`src/rtl/stack_flow_sequencer.sv`:
```
// Stack flow sequencer: runs CALL/RET/RETI/RST/INT as handshaked multi-cycle
// sequences, owns the stack pointer and moves return addresses over a byte port.
module stack_flow_sequencer #(
  parameter int unsigned            ADDR_WIDTH    = 16,
  parameter int unsigned            COND_COUNT    = 4,
  parameter int unsigned            INTERNAL_WAIT = 1,
  parameter logic [ADDR_WIDTH-1:0]  SP_RESET      = ADDR_WIDTH'(16'hFFFE)
) (
  input  logic                        i_Clk,
  input  logic                        i_Reset,
  input  logic                        i_Start,
  input  logic [2:0]                  i_Op,
  input  logic                        i_Cond_En,
  input  logic [((COND_COUNT > 1) ? $clog2(COND_COUNT) : 1)-1:0] i_Cond_Sel,
  input  logic [COND_COUNT-1:0]       i_Conditions,
  input  logic [ADDR_WIDTH-1:0]       i_PC,
  input  logic [ADDR_WIDTH-1:0]       i_Target,
  input  logic [2:0]                  i_RST_Index,
  input  logic [ADDR_WIDTH-1:0]       i_Int_Vector,
  input  logic                        i_SP_Load,
  input  logic [ADDR_WIDTH-1:0]       i_SP_Value,
  output logic                        o_Busy,
  output logic                        o_Taken,
  output logic                        o_Done,
  output logic                        o_PC_Load,
  output logic [ADDR_WIDTH-1:0]       o_PC_Value,
  output logic [ADDR_WIDTH-1:0]       o_SP,
  output logic                        o_Mem_Req,
  output logic                        o_Mem_Write,
  output logic [ADDR_WIDTH-1:0]       o_Mem_Addr,
  output logic [7:0]                  o_Mem_WData,
  input  logic                        i_Mem_Ack,
  input  logic [7:0]                  i_Mem_RData,
  output logic                        o_EI,
  output logic                        o_DI
);

  localparam int unsigned NB        = ADDR_WIDTH / 8;
  localparam logic [2:0]  LAST_BYTE = 3'(NB - 1);
  localparam logic [1:0]  WAIT_LAST = 2'((INTERNAL_WAIT == 0) ? 0 : INTERNAL_WAIT - 1);

  localparam logic [2:0] OP_CALL = 3'd0;
  localparam logic [2:0] OP_RET  = 3'd1;
  localparam logic [2:0] OP_RETI = 3'd2;
  localparam logic [2:0] OP_RST  = 3'd3;
  localparam logic [2:0] OP_INT  = 3'd4;

  typedef enum logic [2:0] {
    S_IDLE   = 3'd0,
    S_WAIT   = 3'd1,
    S_PUSH   = 3'd2,
    S_POP    = 3'd3,
    S_FINISH = 3'd4
  } state_t;

  state_t                  state_q, state_d;
  logic [ADDR_WIDTH-1:0]   sp_q, sp_d;
  logic [2:0]              op_q, op_d;
  logic                    taken_q, taken_d;
  logic [ADDR_WIDTH-1:0]   pc_q, pc_d;
  logic [ADDR_WIDTH-1:0]   tgt_q, tgt_d;
  logic [ADDR_WIDTH-1:0]   ret_q, ret_d;
  logic [2:0]              byte_idx_q, byte_idx_d;
  logic [1:0]              wait_cnt_q, wait_cnt_d;
  logic                    busy_q, busy_d;
  logic                    done_q, done_d;
  logic                    pc_load_q, pc_load_d;
  logic [ADDR_WIDTH-1:0]   pc_value_q, pc_value_d;
  logic                    req_q, req_d;
  logic                    write_q, write_d;
  logic [ADDR_WIDTH-1:0]   addr_q, addr_d;
  logic [7:0]              wdata_q, wdata_d;
  logic                    ei_q, ei_d;
  logic                    di_q, di_d;

  logic                    cond_ok;
  logic                    take;
  logic                    push_op;
  logic                    pop_op;
  logic [2:0]              push_shift;

  assign cond_ok = !i_Cond_En || i_Conditions[i_Cond_Sel];

  // State and output registers; reset aborts any sequence in flight.
  always_ff @(posedge i_Clk or posedge i_Reset) begin
    if (i_Reset) begin
      state_q    <= S_IDLE;
      sp_q       <= SP_RESET;
      op_q       <= '0;
      taken_q    <= 1'b0;
      pc_q       <= '0;
      tgt_q      <= '0;
      ret_q      <= '0;
      byte_idx_q <= '0;
      wait_cnt_q <= '0;
      busy_q     <= 1'b0;
      done_q     <= 1'b0;
      pc_load_q  <= 1'b0;
      pc_value_q <= '0;
      req_q      <= 1'b0;
      write_q    <= 1'b0;
      addr_q     <= '0;
      wdata_q    <= '0;
      ei_q       <= 1'b0;
      di_q       <= 1'b0;
    end else begin
      state_q    <= state_d;
      sp_q       <= sp_d;
      op_q       <= op_d;
      taken_q    <= taken_d;
      pc_q       <= pc_d;
      tgt_q      <= tgt_d;
      ret_q      <= ret_d;
      byte_idx_q <= byte_idx_d;
      wait_cnt_q <= wait_cnt_d;
      busy_q     <= busy_d;
      done_q     <= done_d;
      pc_load_q  <= pc_load_d;
      pc_value_q <= pc_value_d;
      req_q      <= req_d;
      write_q    <= write_d;
      addr_q     <= addr_d;
      wdata_q    <= wdata_d;
      ei_q       <= ei_d;
      di_q       <= di_d;
    end
  end

  // Next-state sequencing, then registered outputs derived from next-state values.
  always_comb begin
    state_d    = state_q;
    sp_d       = sp_q;
    op_d       = op_q;
    taken_d    = taken_q;
    pc_d       = pc_q;
    tgt_d      = tgt_q;
    ret_d      = ret_q;
    byte_idx_d = byte_idx_q;
    wait_cnt_d = wait_cnt_q;
    pc_value_d = pc_value_q;
    addr_d     = addr_q;
    wdata_d    = wdata_q;
    done_d     = 1'b0;
    pc_load_d  = 1'b0;
    ei_d       = 1'b0;
    di_d       = 1'b0;
    take       = 1'b0;
    push_shift = '0;

    unique case (state_q)
      S_IDLE: begin
        // SP load lands first so an op accepted in the same cycle uses it.
        if (i_SP_Load) sp_d = i_SP_Value;
        if (i_Start) begin
          op_d       = i_Op;
          pc_d       = i_PC;
          ret_d      = '0;
          byte_idx_d = '0;
          wait_cnt_d = '0;
          case (i_Op)
            OP_CALL: begin tgt_d = i_Target; take = cond_ok; end
            OP_RET:  take = cond_ok;
            OP_RETI: take = 1'b1;
            OP_RST:  begin tgt_d = ADDR_WIDTH'({i_RST_Index, 3'b000}); take = 1'b1; end
            OP_INT:  begin tgt_d = i_Int_Vector; take = 1'b1; end
            default: take = 1'b0;
          endcase
          taken_d = take;
          if (!take)                               state_d = S_FINISH;
          else if (i_Op == OP_RET || i_Op == OP_RETI) state_d = S_POP;
          else if (INTERNAL_WAIT == 0)             state_d = S_PUSH;
          else                                     state_d = S_WAIT;
        end
      end
      S_WAIT: begin
        if (wait_cnt_q == WAIT_LAST) begin
          wait_cnt_d = '0;
          state_d    = (op_q == OP_RET || op_q == OP_RETI) ? S_FINISH : S_PUSH;
        end else begin
          wait_cnt_d = wait_cnt_q + 2'd1;
        end
      end
      S_PUSH: begin
        if (i_Mem_Ack) begin
          sp_d = sp_q - ADDR_WIDTH'(1);
          if (byte_idx_q == LAST_BYTE) state_d = S_FINISH;
          else                         byte_idx_d = byte_idx_q + 3'd1;
        end
      end
      S_POP: begin
        if (i_Mem_Ack) begin
          sp_d  = sp_q + ADDR_WIDTH'(1);
          ret_d = ret_q | (ADDR_WIDTH'(i_Mem_RData) << {byte_idx_q, 3'b000});
          if (byte_idx_q == LAST_BYTE) state_d = (INTERNAL_WAIT == 0) ? S_FINISH : S_WAIT;
          else                         byte_idx_d = byte_idx_q + 3'd1;
        end
      end
      S_FINISH: state_d = S_IDLE;
      default:  state_d = S_IDLE;
    endcase

    push_op = (op_d == OP_CALL) || (op_d == OP_RST) || (op_d == OP_INT);
    pop_op  = (op_d == OP_RET) || (op_d == OP_RETI);

    if (state_d == S_IDLE) taken_d = 1'b0;

    busy_d  = (state_d != S_IDLE);
    req_d   = (state_d == S_PUSH) || (state_d == S_POP);
    write_d = (state_d == S_PUSH);

    // Push addresses SP-1 MSB first; pop addresses SP.
    if (state_d == S_PUSH) begin
      push_shift = LAST_BYTE - byte_idx_d;
      addr_d     = sp_d - ADDR_WIDTH'(1);
      wdata_d    = 8'(pc_d >> {push_shift, 3'b000});
    end else if (state_d == S_POP) begin
      addr_d     = sp_d;
    end

    if (state_d == S_FINISH) begin
      done_d = 1'b1;
      if (taken_d) begin
        pc_load_d  = 1'b1;
        pc_value_d = pop_op ? ret_d : tgt_d;
        ei_d       = (op_d == OP_RETI);
        di_d       = (op_d == OP_INT);
      end
    end
    if (!push_op && !pop_op) pc_load_d = 1'b0;
  end

  assign o_Busy      = busy_q;
  assign o_Taken     = taken_q;
  assign o_Done      = done_q;
  assign o_PC_Load   = pc_load_q;
  assign o_PC_Value  = pc_value_q;
  assign o_SP        = sp_q;
  assign o_Mem_Req   = req_q;
  assign o_Mem_Write = write_q;
  assign o_Mem_Addr  = addr_q;
  assign o_Mem_WData = wdata_q;
  assign o_EI        = ei_q;
  assign o_DI        = di_q;

endmodule

```
`config.mk`:
```
export PLATFORM = sky130hd
export DESIGN_NAME = stack_flow_sequencer
export DESIGN_NICKNAME = d
export VERILOG_FILES = /design/src/rtl/stack_flow_sequencer.sv
export SDC_FILE = /design/constraint.sdc
export NUM_CORES = 1
export LEC_CHECK = 0
export CAP_MARGIN = 40
export CORE_MARGIN = 10
export CORE_UTILIZATION = 60
export CTS_CLUSTER_DIAMETER = 50
export CTS_CLUSTER_SIZE = 28
export DETAILED_ROUTE_END_ITERATION = 10
export DONT_BUFFER_PORTS = 1
export GPL_ROUTABILITY_DRIVEN = 0
export PLACE_DENSITY = 0.76
export SETUP_SLACK_MARGIN = 0.02
export SLEW_MARGIN = 20
export SYNTH_ARGS = -nofsm -noshare
export SYNTH_HDL_FRONTEND = slang
export SYNTH_SLANG_ARGS = --single-unit
```
`constraint.sdc`:
```
create_clock -name i_Clk -period 6.6 [get_ports i_Clk]
set_input_delay 0.99 -clock i_Clk [delete_from_list [all_inputs] [get_ports i_Clk]]
set_output_delay 0.99 -clock i_Clk [all_outputs]
set_load 0.01 [all_outputs]
```
==> run metrics, run 1 <==
outcome finished, final reports clean; Mapped Area 6706 um2; commonest non-fill, non-tap cells in the layout nand2_1 (126), dfrtp_1 (108), mux2i_1 (45); Static Leakage 3.272 nW; RR Endpoint o_Mem_Addr[12]$_DFFE_PP0P_; Pins Over Slew Limit 0; ys async rst share 100.0%; grt total ovfl 0; Post-synth EDFFs 0; Vias/cell 6.610; worst path cell trace nor4b_4 -> nor2_1 -> a221oi_1 -> ha_1 -> nand4_1 -> nor3_4 -> a31oi_1 -> o31ai_2; clock sink count 123; FF-to-FF setup slack 3.21 ns; final design utilization 67.90%; drt pass-1 iters 9; Post-Syn Nets 817; Hold Vio Cnt, Final 0; 1st-iter DRT viols 514; Core Rows 38; setup bufs post-CTS 0; unrepaired setup endpoints after global routing no; dpl hpwl 13280 um; Final ANT Viol Nets 0; clock root cell clkbuf_8; fraction of layout cells with a size suffix above 1 11.38%; Slowest-stage cell, CP nor4b_4; Initial Util 61.60%; cell family with most CP delay simple AND/OR/NAND/NOR gates; Core Footprint 10890 um2; Fin Setup TNS 0 ns; post-cts resize count 0; Max H-tree Level 4; initial antenna violation count 0; clk slew on worst S/H paths 0.06 ns; Layout area overhead 10.24%; clock tree buffer depth 2; Yosys cell types 76; Max IR drop VDD 0.0002938 V; Mapped Avg Cell Area 9.314 um2; overall power 0.004154 W; Die Height 125.7 um; number of synthesized register bits 123; PwrDens 561.8 nW/um2; drt drc 0; largest net degree at the start of global routing 70; CTS tree built; sequential area share after synthesis 46.18%; synthesized instance count 720; width of the die 125.7 um; crit share post-route 51.42%; final setup fails 0; antenna fix cells 0; WL/cell 21.82 um; worst slew pin tran 0.8535 ns; worst-path maximum fanout 21; Yosys Warn Count 0; commonest non-fill, non-tap cell in the layout nand2_1; crit start category register; Max-slew headroom 42.30%; max_cap viols 0; first-pass GRT wire length 29570 um; Buffers on Ports 0; reg-to-reg startpoint state_q[1]$_DFF_PP0_; CTS buffer count 17; Hold Path Class primary input to asynchronous set/reset pin; Setup crit end kind register; Post-synth top flop dfrtp_1; WL final 18590 um; all-layer global routing usage 22.67%; vias post-DR 5632; hold slack 0.3393 ns; Nets 796; Data arrival, critical path 3.82 ns; # IOs 154; Setup CP Type register to register; fin crit period 3.394 ns; hold buffer count at cts 0; CP bufs+invs 0; R2R depth 8; clock insertion delay at the later pin of the skew report 0.53 ns; required time of the critical path 7.03 ns; fmax 294.7 MHz; die area 15810 um2; Critical Path Max Stage Delay 0.85 ns; vias in the first global route 5593; skew final 0.007383 ns
cell type report:
class                      instances  area [um2]
sequential                       123        3097
clock inverter                    12       193.9
multi-input combinational        520        3301
tap                              140       175.2
clock buffer                      20       445.4
timing repair buffer               8       70.07
fill                             851        3495
inverter                          29       111.4
flip-flops by register name, summed over array words and instances (netlist names), 2 cells and up:
| signal | flops |
|---|---|
| byte_idx_q | 3 |
| o_Mem_Addr | 16 |
| o_Mem_WData | 8 |
| o_PC_Value | 16 |
| o_SP | 16 |
| op_q | 3 |
| pc_q | 16 |
| ret_q | 16 |
| state_q | 3 |
| tgt_q | 16 |
| wait_cnt_q | 2 |
synthesized netlist by cell type, types with 13 or more instances:
| cell | n | area, um2 |
|---|---|---|
| xnor2_1 | 13 | 113.9 |
| clkbuf_1 | 30 | 112.6 |
| o21ai_0 | 40 | 200.2 |
| a21oi_1 | 34 | 170.2 |
| o31ai_1 | 18 | 135.1 |
| dfstp_2 | 15 | 394.1 |
| nand2_1 | 126 | 473.0 |
| mux2i_1 | 46 | 460.4 |
| nand3_1 | 13 | 65.06 |
| nor2_1 | 43 | 161.4 |
| dfrtp_1 | 108 | 2703 |
| inv_1 | 28 | 105.1 |
worst max path at each step:
stage | cells past startpoint | slack, ns | startpoint | endpoint
2_1_floorplan | 1 | 2.36 | i_Reset | byte_idx_q[0]$_DFF_PP0_
3_3_place_gp | 9 | 3.14 | i_Cond_Sel[1] | o_Mem_Addr[11]$_DFFE_PP0P_
3_5_place_dp | 10 | 3.06 | i_Start | o_Mem_Addr[12]$_DFFE_PP0P_
4_1_cts | 8 | 3.25 | state_q[1]$_DFF_PP0_ | o_Mem_Addr[12]$_DFFE_PP0P_
5_1_grt | 9 | 2.95 | state_q[1]$_DFF_PP0_ | o_Mem_Addr[15]$_DFFE_PP0P_
6_report | 8 | 3.21 | state_q[1]$_DFF_PP0_ | o_Mem_Addr[12]$_DFFE_PP0P_
through the flow:
step,cell area [um2],setup slack (ns),std cells
final,7393,3.206,852
after global routing,7393,2.955,852
after CTS,7368,3.247,850
after detailed placement,6729,3.062,818
after global placement,6725,3.139,818
after floorplan,6706,2.364,720
cell families after synthesis:
logic type | after synthesis | share of synthesized area [%]
compound gates | 161 | 15.77
xor+xnor | 17 | 2.220
simple gates | 283 | 21.85
buf+inv | 77 | 4.813
flops | 123 | 46.18
fa+ha+maj | 7 | 1.306
mux | 52 | 7.873
power breakdown:
group / internal [W] / switching (W) / leakage [nW]
Combinational: 0.000615 / 0.00108 / 1.40
Sequential: 0.00109 / 0.000374 / 1.56
Clock: 0.000669 / 0.000329 / 0.311
metal layers:
layer	GRT usage, %	up-vias	routed length (um)
li1	-	2537	-
met1	27.03	2719	7210
met2	35.97	330	8867
met3	8.431	46	2035
met4	9.824	0	480
met5	0	-	0
worst register-to-register path: cells and delay by family, from the launching register on:
kind	cells	cell delay (ns)
adder cells (fa/ha/maj)	1	0.25
AO/OA/AOI/OAI	3	0.83
flip-flops	1	0.64
AND/OR/NAND/NOR	4	1.58
Power figures use the tool's default switching activity.
==> inputs of run 2 (changes only) <==
clock period = 3.3 ns   (was 6.6 ns; I/O delays follow)
==> run 2 against run 1 <==
Against the previous run:
- sequential power up 100%
- critical path depth unchanged
- total power up 100%
- wire length up 1.9%
- cell count up 2.2%
- die area unchanged
- maximum frequency up 7.8%
- count of clock-buffer cells in the layout unchanged
- via count about the same
==> run metrics, run 2 (same netlist as run 1, synthesis figures left out) <==
outcome finished, final reports clean; unrepaired setup endpoints after global routing no; placed instance count 838; Slowest-stage cell, CP or4_1; CP bufs+invs 0; clock root cell clkbuf_8; CTS tree built; die area 15810 um2; Layout area overhead 12.18%; Setup crit end kind register; Core Footprint 10890 um2; Die Height 125.7 um; clock sink count 123; max_cap viols 0; Critical Path Max Stage Delay 0.66 ns; dpl hpwl 13920 um; Flop pwr share 35.1%; Clk pwr share 22.9%; crit start category register; Layout fillers 814; FF-to-FF setup slack 0.15 ns; net switching power 0.003582 W; fraction of layout cells with a size suffix above 1 13.41%; largest net degree at the start of global routing 57; required time of the critical path 3.74 ns; antenna fix cells 0; Fin Setup TNS 0 ns; Static Leakage 3.342 nW; Max-slew headroom 46.58%; Finished Cell Area 7523 um2; crit share post-route 95.41%; cell family with most CP delay simple AND/OR/NAND/NOR gates; clock tree buffer depth 2; Int Power 0.004781 W; Pins Over Slew Limit 0; all-layer global routing usage 23.43%; fin crit period 3.149 ns; WL final 18940 um; multi-input combinational cell area 3297 um2; Sequential Area 3102 um2; setup bufs post-CTS 0; WL/cell 21.74 um; skew final 0.008586 ns; # IOs 154; commonest non-fill, non-tap cells in the layout nand2_1 (126), dfrtp_1 (107), mux2i_1 (46); Nets 815; post-route setup slack 0.1514 ns; width of the die 125.7 um; worst path cell trace or4_1 -> nor4_1 -> mux2i_1 -> o211ai_1 -> or3b_1 -> nor3_4 -> a31oi_1 -> o31ai_2; Buffers on Ports 0; commonest non-fill, non-tap cell in the layout nand2_1; vias post-DR 5633; final setup fails 0; Hold Path Class primary input to register; PwrDens 1112 nW/um2; worst slew pin tran 0.7996 ns; Core Rows 38; worst-path maximum fanout 12; drt pass-1 iters 7; Vias/cell 6.467; 1st-iter DRT viols 709; Placed Area 6902 um2; switching part of the total power 42.84%; Setup CP Type register to register; post-place setup slack 0.1558 ns; fmax 317.6 MHz; Max IR drop VDD 0.0005491 V; Hold Vio Cnt, Final 0; Logic pwr share 42.0%; grt total ovfl 0; initial antenna violation count 0; Max H-tree Level 4; first-pass GRT wire length 30330 um; Final ANT Viol Nets 0; drt drc 0; Data arrival, critical path 3.59 ns; clock insertion delay at the later pin of the skew report 0.53 ns; vias in the first global route 5581; clk slew on worst S/H paths 0.06 ns; Post-Layout Cell Count 871; Initial Util 61.60%; CTS buffer count 17
[run 2: changes by cell type in the layout (fill, tap and decap cells not counted), sizes merged]
cell,previous run,this run
bufinv,5,4
clkinvlp,2,4
buf,8,26
inv,29,28
dlygate4sd3,0,1
[run 2: path summary, 6_finish.rpt]
kind                                    from                    endpoint  cells after the start
max                        o_SP[6]$_DFF_PP1_  o_Mem_Addr[12]$_DFFE_PP0P_                      8
min                                 i_PC[10]          pc_q[10]$_DFF_PP0_                      2
max reg2reg                o_SP[6]$_DFF_PP1_  o_Mem_Addr[12]$_DFFE_PP0P_                      8
min reg2reg                pc_q[1]$_DFF_PP0_           pc_q[1]$_DFF_PP0_                      2
max in group asynchronous            i_Reset           o_SP[1]$_DFF_PP1_                      4
min in group asynchronous            i_Reset         tgt_q[13]$_DFF_PP0_                      2
[run 2: timing repair]
action                                  in CTS  in global routing
endpoints found under the setup margin       0                  4
hold buffers                                 1                  0
hold endpoints to repair                    13                  0
gates resized for setup                      0                  2
[run 2: routing by layer]
layer	track usage, %	wire, um
met5	0	0
met4	7.046	405
met3	8.683	1977
met2	37.20	8978
met1	29.17	7576
[run 2: area by class of cell]
type                    count  area share [%]
flip-flops and latches    123           41.23
inverters                  29           1.497
multi-input cells         520           43.82
repair buffers             27           3.060
well taps                 140           2.328
clock inverters            12           2.278
clock buffers              20           5.787
[run 2: power groups by stage]
stage | Clock (W) | Sequential, W | Combinational (W)
floorplan | 0 | 0.00262 | 0.00281
global placement | 0 | 0.00293 | 0.00331
detailed placement | 0 | 0.00296 | 0.00344
CTS | 0.00193 | 0.00294 | 0.00348
global route | 0.00200 | 0.00303 | 0.00389
finish | 0.00191 | 0.00294 | 0.00351
[run 2: stage by stage]
stage	util (%)	total power (W)	hold WS, ns
2_1_floorplan	-	0.005421	0.4401
3_3_place_gp	63.13	0.006238	0.4541
3_5_place_dp	63.39	0.006401	0.3604
4_1_cts	69.05	0.008350	0.07335
5_1_grt	69.10	0.008920	0.08881
6_report	69.10	0.008363	0.09677
